File: config.mk
export PLATFORM = sky130hd
export DESIGN_NAME = riscboy_ppu_span_sequencer_flat
export DESIGN_NICKNAME = d
export VERILOG_FILES = /design/src/rtl/riscboy_ppu_span_sequencer_pkg.sv /design/src/rtl/riscboy_ppu_span_sequencer_if.sv /design/src/rtl/riscboy_ppu_span_addr_calc.sv /design/src/rtl/riscboy_ppu_span_sequencer.sv /design/src/flat_wrapper.sv
export SDC_FILE = /design/constraint.sdc
export NUM_CORES = 1
export LEC_CHECK = 0
export BUFFER_PORTS_ARGS = -buffer_cell sky130_fd_sc_hd__buf_2
export CORE_UTILIZATION = 46
export CTS_BUF_LIST = sky130_fd_sc_hd__clkbuf_2 sky130_fd_sc_hd__clkbuf_4 sky130_fd_sc_hd__clkbuf_8
export CTS_CLUSTER_DIAMETER = 200
export DETAILED_ROUTE_END_ITERATION = 8
export GPL_ROUTABILITY_DRIVEN = 0
export PLACE_DENSITY = 0.8
export SYNTH_ARGS = -nofsm -noshare
export SYNTH_HDL_FRONTEND = slang
export SYNTH_SLANG_ARGS = --single-unit
File: constraint.sdc
create_clock -name clk -period 4.1 [get_ports clk]
set_input_delay 1.025 -clock clk [delete_from_list [all_inputs] [get_ports clk]]
set_output_delay 1.025 -clock clk [all_outputs]
set_load 0.02 [all_outputs]
File: src/rtl/riscboy_ppu_span_sequencer_pkg.sv
// Shared PPU constants for the span sequencer and its address calculator:
// pixel mode encodings, pixel-size lookup and the sequencer state type.
package riscboy_ppu_span_sequencer_pkg;

  localparam logic [2:0] PIXMODE_ARGB1555 = 3'h0;
  localparam logic [2:0] PIXMODE_PAL8     = 3'h4;
  localparam logic [2:0] PIXMODE_PAL4     = 3'h5;
  localparam logic [2:0] PIXMODE_PAL1     = 3'h6;

  typedef enum logic [1:0] {
    ST_IDLE,
    ST_FLUSH,
    ST_FETCH,
    ST_WAIT_ACK
  } span_state_t;

  // log2 of bits per pixel; unknown modes fall back to 16bpp
  function automatic logic [2:0] mode_log_pixsize(input logic [2:0] mode);
    case (mode)
      PIXMODE_PAL8: return 3'd3;
      PIXMODE_PAL4: return 3'd2;
      PIXMODE_PAL1: return 3'd0;
      default:      return 3'd4;
    endcase
  endfunction

endpackage

File: src/rtl/riscboy_ppu_span_sequencer_if.sv
// Command, bus-master and pixel-streamer signals of the span sequencer.
// master = sequencer side, slave = scheduler/bus/streamer side.
interface riscboy_ppu_span_sequencer_if #(
  parameter int W_ADDR     = 32,
  parameter int W_DATA     = 32,
  parameter int W_SHIFTCTR = $clog2(W_DATA),
  parameter int W_XOFF     = 10,
  parameter int W_COUNT    = 9
);

  logic                  cmd_vld;
  logic                  cmd_rdy;
  logic [W_ADDR-1:0]     cmd_addr;
  logic [W_XOFF-1:0]     cmd_xoff;
  logic [W_COUNT-1:0]    cmd_count;
  logic [2:0]            cmd_pixmode;

  logic                  bus_req;
  logic [W_ADDR-1:0]     bus_addr;
  logic                  bus_ack;
  logic [W_DATA-1:0]     bus_rdata;

  logic                  strm_flush;
  logic                  strm_flush_unaligned;
  logic [W_SHIFTCTR-1:0] strm_seek_target;
  logic [2:0]            strm_pixel_mode;
  logic                  strm_load_req;
  logic                  strm_load_ack;
  logic [W_DATA-1:0]     strm_load_data;
  logic                  strm_pix_vld;
  logic                  strm_pix_rdy;

  modport master (
    input  cmd_vld, cmd_addr, cmd_xoff, cmd_count, cmd_pixmode,
    input  bus_ack, bus_rdata,
    input  strm_load_req, strm_pix_vld, strm_pix_rdy,
    output cmd_rdy, bus_req, bus_addr,
    output strm_flush, strm_flush_unaligned, strm_seek_target, strm_pixel_mode,
    output strm_load_ack, strm_load_data
  );

  modport slave (
    output cmd_vld, cmd_addr, cmd_xoff, cmd_count, cmd_pixmode,
    output bus_ack, bus_rdata,
    output strm_load_req, strm_pix_vld, strm_pix_rdy,
    input  cmd_rdy, bus_req, bus_addr,
    input  strm_flush, strm_flush_unaligned, strm_seek_target, strm_pixel_mode,
    input  strm_load_ack, strm_load_data
  );

endinterface

File: src/rtl/riscboy_ppu_span_addr_calc.sv
// Combinational span start math: first word address and bit seek offset
// of a pixel within a row. Shared with the tile fetcher.
module riscboy_ppu_span_addr_calc
  import riscboy_ppu_span_sequencer_pkg::*;
#(
  parameter int W_ADDR     = 32,
  parameter int W_XOFF     = 10,
  parameter int W_SHIFTCTR = 5
) (
  input  logic [W_ADDR-1:0]     base_addr,
  input  logic [W_XOFF-1:0]     xoff,
  input  logic [2:0]            pixmode,
  output logic [W_ADDR-1:0]     start_addr,
  output logic [W_SHIFTCTR-1:0] seek,
  output logic                  unaligned
);

  localparam int W_BITOFF = W_XOFF + 4;

  logic [W_BITOFF-1:0] bitoff;

  assign bitoff     = W_BITOFF'(xoff) << mode_log_pixsize(pixmode);
  // Whole words skipped become a byte offset on the word-aligned base
  assign start_addr = {base_addr[W_ADDR-1:2], 2'b00}
                    + (W_ADDR'(bitoff >> W_SHIFTCTR) << 2);
  assign seek       = bitoff[W_SHIFTCTR-1:0];
  assign unaligned  = |seek;

endmodule

File: src/rtl/riscboy_ppu_span_sequencer.sv
// Drives one pixel streamer across a horizontal span: flush/seek at start,
// word reads on streamer demand, pixel counting and retirement.
module riscboy_ppu_span_sequencer
  import riscboy_ppu_span_sequencer_pkg::*;
#(
  parameter int W_ADDR     = 32,
  parameter int W_DATA     = 32,
  parameter int W_SHIFTCTR = $clog2(W_DATA),
  parameter int W_XOFF     = 10,
  parameter int W_COUNT    = 9
) (
  input  logic clk,
  input  logic rst,
  input  logic abort,
  output logic done,
  riscboy_ppu_span_sequencer_if.master sif
);

  span_state_t state, next_state;

  logic                  cmd_rdy_q;
  logic                  done_q;
  logic                  bus_req_q;
  logic                  ack_last;
  logic [W_ADDR-1:0]     bus_addr_q;
  logic [W_COUNT-1:0]    pix_remaining;
  logic                  unaligned_q;
  logic [W_SHIFTCTR-1:0] seek_q;
  logic [2:0]            pixmode_q;

  logic [W_ADDR-1:0]     calc_addr;
  logic [W_SHIFTCTR-1:0] calc_seek;
  logic                  calc_unaligned;

  logic accept, pix_hs, retire, bus_done, req_pending, req_start;

  riscboy_ppu_span_addr_calc #(
    .W_ADDR     (W_ADDR),
    .W_XOFF     (W_XOFF),
    .W_SHIFTCTR (W_SHIFTCTR)
  ) u_addr_calc (
    .base_addr  (sif.cmd_addr),
    .xoff       (sif.cmd_xoff),
    .pixmode    (sif.cmd_pixmode),
    .start_addr (calc_addr),
    .seek       (calc_seek),
    .unaligned  (calc_unaligned)
  );

  // NOTE: sequential state uses non-blocking assignments so every register
  // samples pre-edge values regardless of process evaluation order.
  always_ff @(posedge clk) begin
    if (rst) state <= ST_IDLE;
    else     state <= next_state;
  end

  // NOTE: every always_comb output gets a default first so no path leaves it
  // unassigned, which would otherwise infer a latch.
  always_comb begin
    next_state = state;
    case (state)
      ST_IDLE:     if (accept) next_state = ST_FLUSH;
      ST_FLUSH:    next_state = abort ? ST_IDLE : ST_FETCH;
      ST_FETCH:    if (abort || retire)
                     next_state = req_pending ? ST_WAIT_ACK : ST_IDLE;
      ST_WAIT_ACK: if (bus_done) next_state = ST_IDLE;
      default:     next_state = ST_IDLE;
    endcase
  end

  always_comb begin
    accept      = (state == ST_IDLE) && cmd_rdy_q && sif.cmd_vld && !abort;
    pix_hs      = (state == ST_FETCH) && sif.strm_pix_vld && sif.strm_pix_rdy;
    retire      = pix_hs && (pix_remaining == '0);
    bus_done    = bus_req_q && sif.bus_ack;
    req_pending = bus_req_q && !sif.bus_ack;
    // load_req lags the streamer's consumption of the last word by a cycle
    req_start   = (state == ST_FETCH) && (next_state == ST_FETCH) &&
                  sif.strm_load_req && !bus_req_q && !ack_last;

    sif.cmd_rdy              = cmd_rdy_q;
    sif.bus_req              = bus_req_q;
    sif.bus_addr             = bus_addr_q;
    sif.strm_flush           = (state == ST_FLUSH);
    sif.strm_flush_unaligned = (state == ST_FLUSH) && unaligned_q;
    sif.strm_seek_target     = seek_q;
    sif.strm_pixel_mode      = pixmode_q;
    sif.strm_load_ack        = bus_done && (state == ST_FETCH);
    sif.strm_load_data       = sif.bus_rdata;
    done                     = done_q;
  end

  always_ff @(posedge clk) begin
    if (rst) begin
      cmd_rdy_q     <= 1'b0;
      done_q        <= 1'b0;
      bus_req_q     <= 1'b0;
      ack_last      <= 1'b0;
      bus_addr_q    <= '0;
      pix_remaining <= '0;
      unaligned_q   <= 1'b0;
      seek_q        <= '0;
      pixmode_q     <= 3'd0;
    end else begin
      cmd_rdy_q <= (next_state == ST_IDLE);
      done_q    <= retire && !abort;
      ack_last  <= bus_done;

      if (accept) begin
        bus_addr_q    <= calc_addr;
        pix_remaining <= sif.cmd_count;
        unaligned_q   <= calc_unaligned;
        seek_q        <= calc_seek;
        pixmode_q     <= sif.cmd_pixmode;
      end

      if (pix_hs && (pix_remaining != '0))
        pix_remaining <= pix_remaining - 1'b1;

      if (bus_done) begin
        bus_req_q  <= 1'b0;
        bus_addr_q <= bus_addr_q + W_ADDR'(4);
      end else if (req_start) begin
        bus_req_q  <= 1'b1;
      end
    end
  end

endmodule

File: src/flat_wrapper.sv
// flat-port wrapper written by rule: the top's interface ports become plain ports
module riscboy_ppu_span_sequencer_flat import riscboy_ppu_span_sequencer_pkg::*;
#(
  parameter int W_ADDR     = 32,
  parameter int W_DATA     = 32,
  parameter int W_SHIFTCTR = $clog2(W_DATA),
  parameter int W_XOFF     = 10,
  parameter int W_COUNT    = 9
)
  (clk, rst, abort, done, sif_cmd_vld, sif_cmd_addr, sif_cmd_xoff, sif_cmd_count, sif_cmd_pixmode, sif_bus_ack, sif_bus_rdata, sif_strm_load_req, sif_strm_pix_vld, sif_strm_pix_rdy, sif_cmd_rdy, sif_bus_req, sif_bus_addr, sif_strm_flush, sif_strm_flush_unaligned, sif_strm_seek_target, sif_strm_pixel_mode, sif_strm_load_ack, sif_strm_load_data);
  riscboy_ppu_span_sequencer_if #(.W_ADDR(W_ADDR), .W_DATA(W_DATA), .W_SHIFTCTR(W_SHIFTCTR), .W_XOFF(W_XOFF), .W_COUNT(W_COUNT)) sif_i ();
  input  logic clk;
  input  logic rst;
  input  logic abort;
  output logic done;
  input wire logic [$bits(sif_i.cmd_vld)-1:0] sif_cmd_vld;
  input wire logic [$bits(sif_i.cmd_addr)-1:0] sif_cmd_addr;
  input wire logic [$bits(sif_i.cmd_xoff)-1:0] sif_cmd_xoff;
  input wire logic [$bits(sif_i.cmd_count)-1:0] sif_cmd_count;
  input wire logic [$bits(sif_i.cmd_pixmode)-1:0] sif_cmd_pixmode;
  input wire logic [$bits(sif_i.bus_ack)-1:0] sif_bus_ack;
  input wire logic [$bits(sif_i.bus_rdata)-1:0] sif_bus_rdata;
  input wire logic [$bits(sif_i.strm_load_req)-1:0] sif_strm_load_req;
  input wire logic [$bits(sif_i.strm_pix_vld)-1:0] sif_strm_pix_vld;
  input wire logic [$bits(sif_i.strm_pix_rdy)-1:0] sif_strm_pix_rdy;
  output wire logic [$bits(sif_i.cmd_rdy)-1:0] sif_cmd_rdy;
  output wire logic [$bits(sif_i.bus_req)-1:0] sif_bus_req;
  output wire logic [$bits(sif_i.bus_addr)-1:0] sif_bus_addr;
  output wire logic [$bits(sif_i.strm_flush)-1:0] sif_strm_flush;
  output wire logic [$bits(sif_i.strm_flush_unaligned)-1:0] sif_strm_flush_unaligned;
  output wire logic [$bits(sif_i.strm_seek_target)-1:0] sif_strm_seek_target;
  output wire logic [$bits(sif_i.strm_pixel_mode)-1:0] sif_strm_pixel_mode;
  output wire logic [$bits(sif_i.strm_load_ack)-1:0] sif_strm_load_ack;
  output wire logic [$bits(sif_i.strm_load_data)-1:0] sif_strm_load_data;
  assign sif_i.cmd_vld = sif_cmd_vld;
  assign sif_i.cmd_addr = sif_cmd_addr;
  assign sif_i.cmd_xoff = sif_cmd_xoff;
  assign sif_i.cmd_count = sif_cmd_count;
  assign sif_i.cmd_pixmode = sif_cmd_pixmode;
  assign sif_i.bus_ack = sif_bus_ack;
  assign sif_i.bus_rdata = sif_bus_rdata;
  assign sif_i.strm_load_req = sif_strm_load_req;
  assign sif_i.strm_pix_vld = sif_strm_pix_vld;
  assign sif_i.strm_pix_rdy = sif_strm_pix_rdy;
  assign sif_cmd_rdy = sif_i.cmd_rdy;
  assign sif_bus_req = sif_i.bus_req;
  assign sif_bus_addr = sif_i.bus_addr;
  assign sif_strm_flush = sif_i.strm_flush;
  assign sif_strm_flush_unaligned = sif_i.strm_flush_unaligned;
  assign sif_strm_seek_target = sif_i.strm_seek_target;
  assign sif_strm_pixel_mode = sif_i.strm_pixel_mode;
  assign sif_strm_load_ack = sif_i.strm_load_ack;
  assign sif_strm_load_data = sif_i.strm_load_data;
  riscboy_ppu_span_sequencer #(.W_ADDR(W_ADDR), .W_DATA(W_DATA), .W_SHIFTCTR(W_SHIFTCTR), .W_XOFF(W_XOFF), .W_COUNT(W_COUNT)) u_core (.clk(clk), .rst(rst), .abort(abort), .done(done), .sif(sif_i));
endmodule
==> impl_metrics.ini <==
[sta]
tns_ps = 0
fin_skew_ps = 12.3
tightest_slew_ps = 930
post-route-min-period_ps = 3610
finalCritPeriodShare_pct = 88.1
rsz0062_at_grt = false
slew_viol_final = 0
maxSlewHeadroom_pct = 37.8
finalSetupViolations = 0
fmax_mhz = 277
finalHoldViolations = 0
postLayoutSetupSlackWorst_ps = 489

[logic_synthesis]
synthArstFlopShare_pct = 0
syn_area_um2 = 4450
synthFlopType = dfxtp_1
synthCells = 585
yosysWarningCount = 0
synthTopCellsByArea = dfxtp_1, buf_4, nand2_1
synth_area_leader_cell = dfxtp_1
ys_types = 73
synth.top_cells.by_count = nand2_1, dfxtp_1, a21oi_1
synth_top_cell_area_share_pct = 24.3
synth_edf_count = 0
postSynthAreaPerCell_um2 = 7.60
synth_seq_area_share_pct = 24.3
yosysMostFrequentCell = nand2_1
synth-seq-cells = 54

[detailed_routing]
drt_iter0_markers = 338
route.met2.wl_um = 6030
wl_per_cell_um = 16.3
wl_met3_um = 1070
vias = 4699
top_layer = met4
vias_per_cell = 6.05
ant_nets = 0
wl_met1_um = 5210
post-route-drc-count = 0
routed_wl_um = 12700
firstDrtPassIters = 5

[clock_tree]
clockBufferDepth = 2
ctsHoldBuffers = 0
postCtsResizedCells = 0
cts_tree = yes
clock-sinks = 54
clk_pin_slew_ps = 110
clk_latency_ps = 320
numCtsBuffers = 5
cts_setup_buffers = 0
h-tree-depth = 2
cts-root-buf = clkbuf_8

[layout]
final_nets = 754
fill_cells = 898
antennaDiodeCount = 0
final-instance-count-excl-fill = 777
drive_above_1_share_pct = 22.2
syn2layout_area_growth_pct = 10.9

[worst_setup_path]
criticalPathCategory = in2reg
setup.worst_path.start_class = input pin
rr_worst_depth = 7
crit_required_ps = 4340
rr_endpoint = u_core.sif.bus_addr[30]
critPathCaptureType = flop
cp-startpoint = sif_cmd_pixmode[1]
arrival_ps = 3850
crit_fanout = 14
r2r-start = u_core.sif.bus_addr[2]
r2r_slack_ps = 1770

[hold_path]
hold_depth = 2
holdCritPathClass = reg2reg
min-delay-start = u_core.sif.strm_pixel_mode[0]
holdPathEnd = u_core.sif.strm_pixel_mode[0]

[placement]
place_inst = 769
pre_cts_slack_ps = 190
dp_hpwl_um = 9640
port-buffer-count = 103

[floorplanning]
dieWidth_um = 100
initial_core_util_pct = 47.9
pin_count = 172
coreArea_um2 = 9280
die_y_um = 100
dieArea_um2 = 10100
row_count = 35

[pwr]
ir_drop_mv = 0.165
power.share.clock_pct = 26.8
pwr-share-seq_pct = 47.1
p_per_area_nw_per_um2 = 249
swShare_pct = 34.6
p_leak_nw = 1.98
total_power_mw = 1.23
switchingPower_mw = 0.424
power_frac_comb_pct = 26.0
p_int_mw = 0.803

[global_routing]
grt_pass1_vias = 4275
track_usage_pct = 24.5
grt_first_pass_wirelength_um = 20000
antenna_found_initial = 0
overflow = 0
grt_max_degree = 37

[flow_run]
max_cap_viol_count = 0

[status]
status = finished, final reports clean
## per-layer routing
metal	vias up	GRT usage, %
met5	-	0
met4	0	10.7
met3	38	4.53
met2	234	40.3
met1	2153	31.4
li1	2274	-
## worst max path at each step
stage	endpoint	slack, ps	depth (start not counted)
finish	u_core.sif.bus_addr[18]	490	14
global route	u_core.sif.bus_addr[18]	220	14
CTS	u_core.sif.bus_addr[18]	510	14
detailed placement	u_core.sif.bus_addr[18]	190	14
global placement	u_core.sif.bus_addr[18]	280	14
floorplan	u_core.sif.bus_addr[18]	100	14
## layout make-up
type / count / area [um2] / area share [%]
tap: 129 / 161 / 3.27
clock inverter: 3 / 28.8 / 0.583
clock buffer: 5 / 68.8 / 1.40
timing repair buffer: 117 / 621 / 12.6
inverter: 13 / 48.8 / 0.989
multi-input combinational: 456 / 2920 / 59.3
sequential: 54 / 1080 / 21.9
## power by group through the flow
stage / registers [mW] / clock network [mW] / logic (mW)
global placement: 0.587 / 0 / 0.308
global route: 0.582 / 0.357 / 0.351
finish: 0.578 / 0.329 / 0.319
detailed placement: 0.589 / 0 / 0.316
floorplan: 0.605 / 0 / 0.233
CTS: 0.577 / 0.336 / 0.317
## flip-flops by register name, summed over array words and instances (netlist names)
signal and flops:
u_core.sif.cmd_rdy 1, u_core.sif.strm_pixel_mode 3, u_core.sif.strm_seek_target 5, u_core.state 2
u_core.done 1, u_core.sif.bus_req 1, u_core.pix_remaining 9, u_core.ack_last 1
u_core.unaligned_q 1, u_core.sif.bus_addr 30
## critical path: stages
cell,delay [ps]
buf_2,210
nor2b_1,340
nand2_1,80
o21ai_0,70
a22o_1,140
ha_1,160
inv_1,50
fa_1,390
nor2b_1,180
o2111ai_1,160
a21oi_2,240
o21ai_1,170
or4_1,450
a31oi_1,170
## layout by cell type, fill, tap and decap left out, types with 6 or more instances in the layout
| cell type | count |
|---|---|
| a31oi_1 | 12 |
| nand3_1 | 28 |
| or3_1 | 6 |
| nand2_1 | 68 |
| dfxtp_1 | 54 |
| nand4_1 | 10 |
| a22o_1 | 6 |
| xnor2_1 | 16 |
| mux2i_1 | 10 |
| nor3_1 | 17 |
| buf_2 | 103 |
| a211oi_1 | 13 |
| inv_1 | 13 |
| xor2_1 | 9 |
| and2_1 | 11 |
| o21ai_0 | 41 |
| nor2_1 | 36 |
| and4_1 | 9 |
| a21oi_1 | 45 |
| buf_4 | 14 |
| o22ai_1 | 7 |
| ha_1 | 12 |
| o211ai_1 | 9 |
## per-stage QoR
stage          hold slack, ps  area, um2  utilization (%)
2_1_floorplan             451       4450                -
6_report                  463       4930             53.1
3_5_place_dp              451       4830             52.1
4_1_cts                   467       4930             53.1
3_3_place_gp              446       4830             52.1
5_1_grt                   499       4930             53.1
## cell families after synthesis
family | count (synthesis) | share of synthesized area (%)
mux | 11 | 2.50
flops | 54 | 24.3
buf+inv | 76 | 10.0
simple gates | 223 | 27.4
fa+ha+maj | 13 | 3.83
xor+xnor | 25 | 4.93
other cells | 1 | 0.0844
compound gates | 182 | 26.9
No activity file was read; power rests on OpenSTA's default activity.
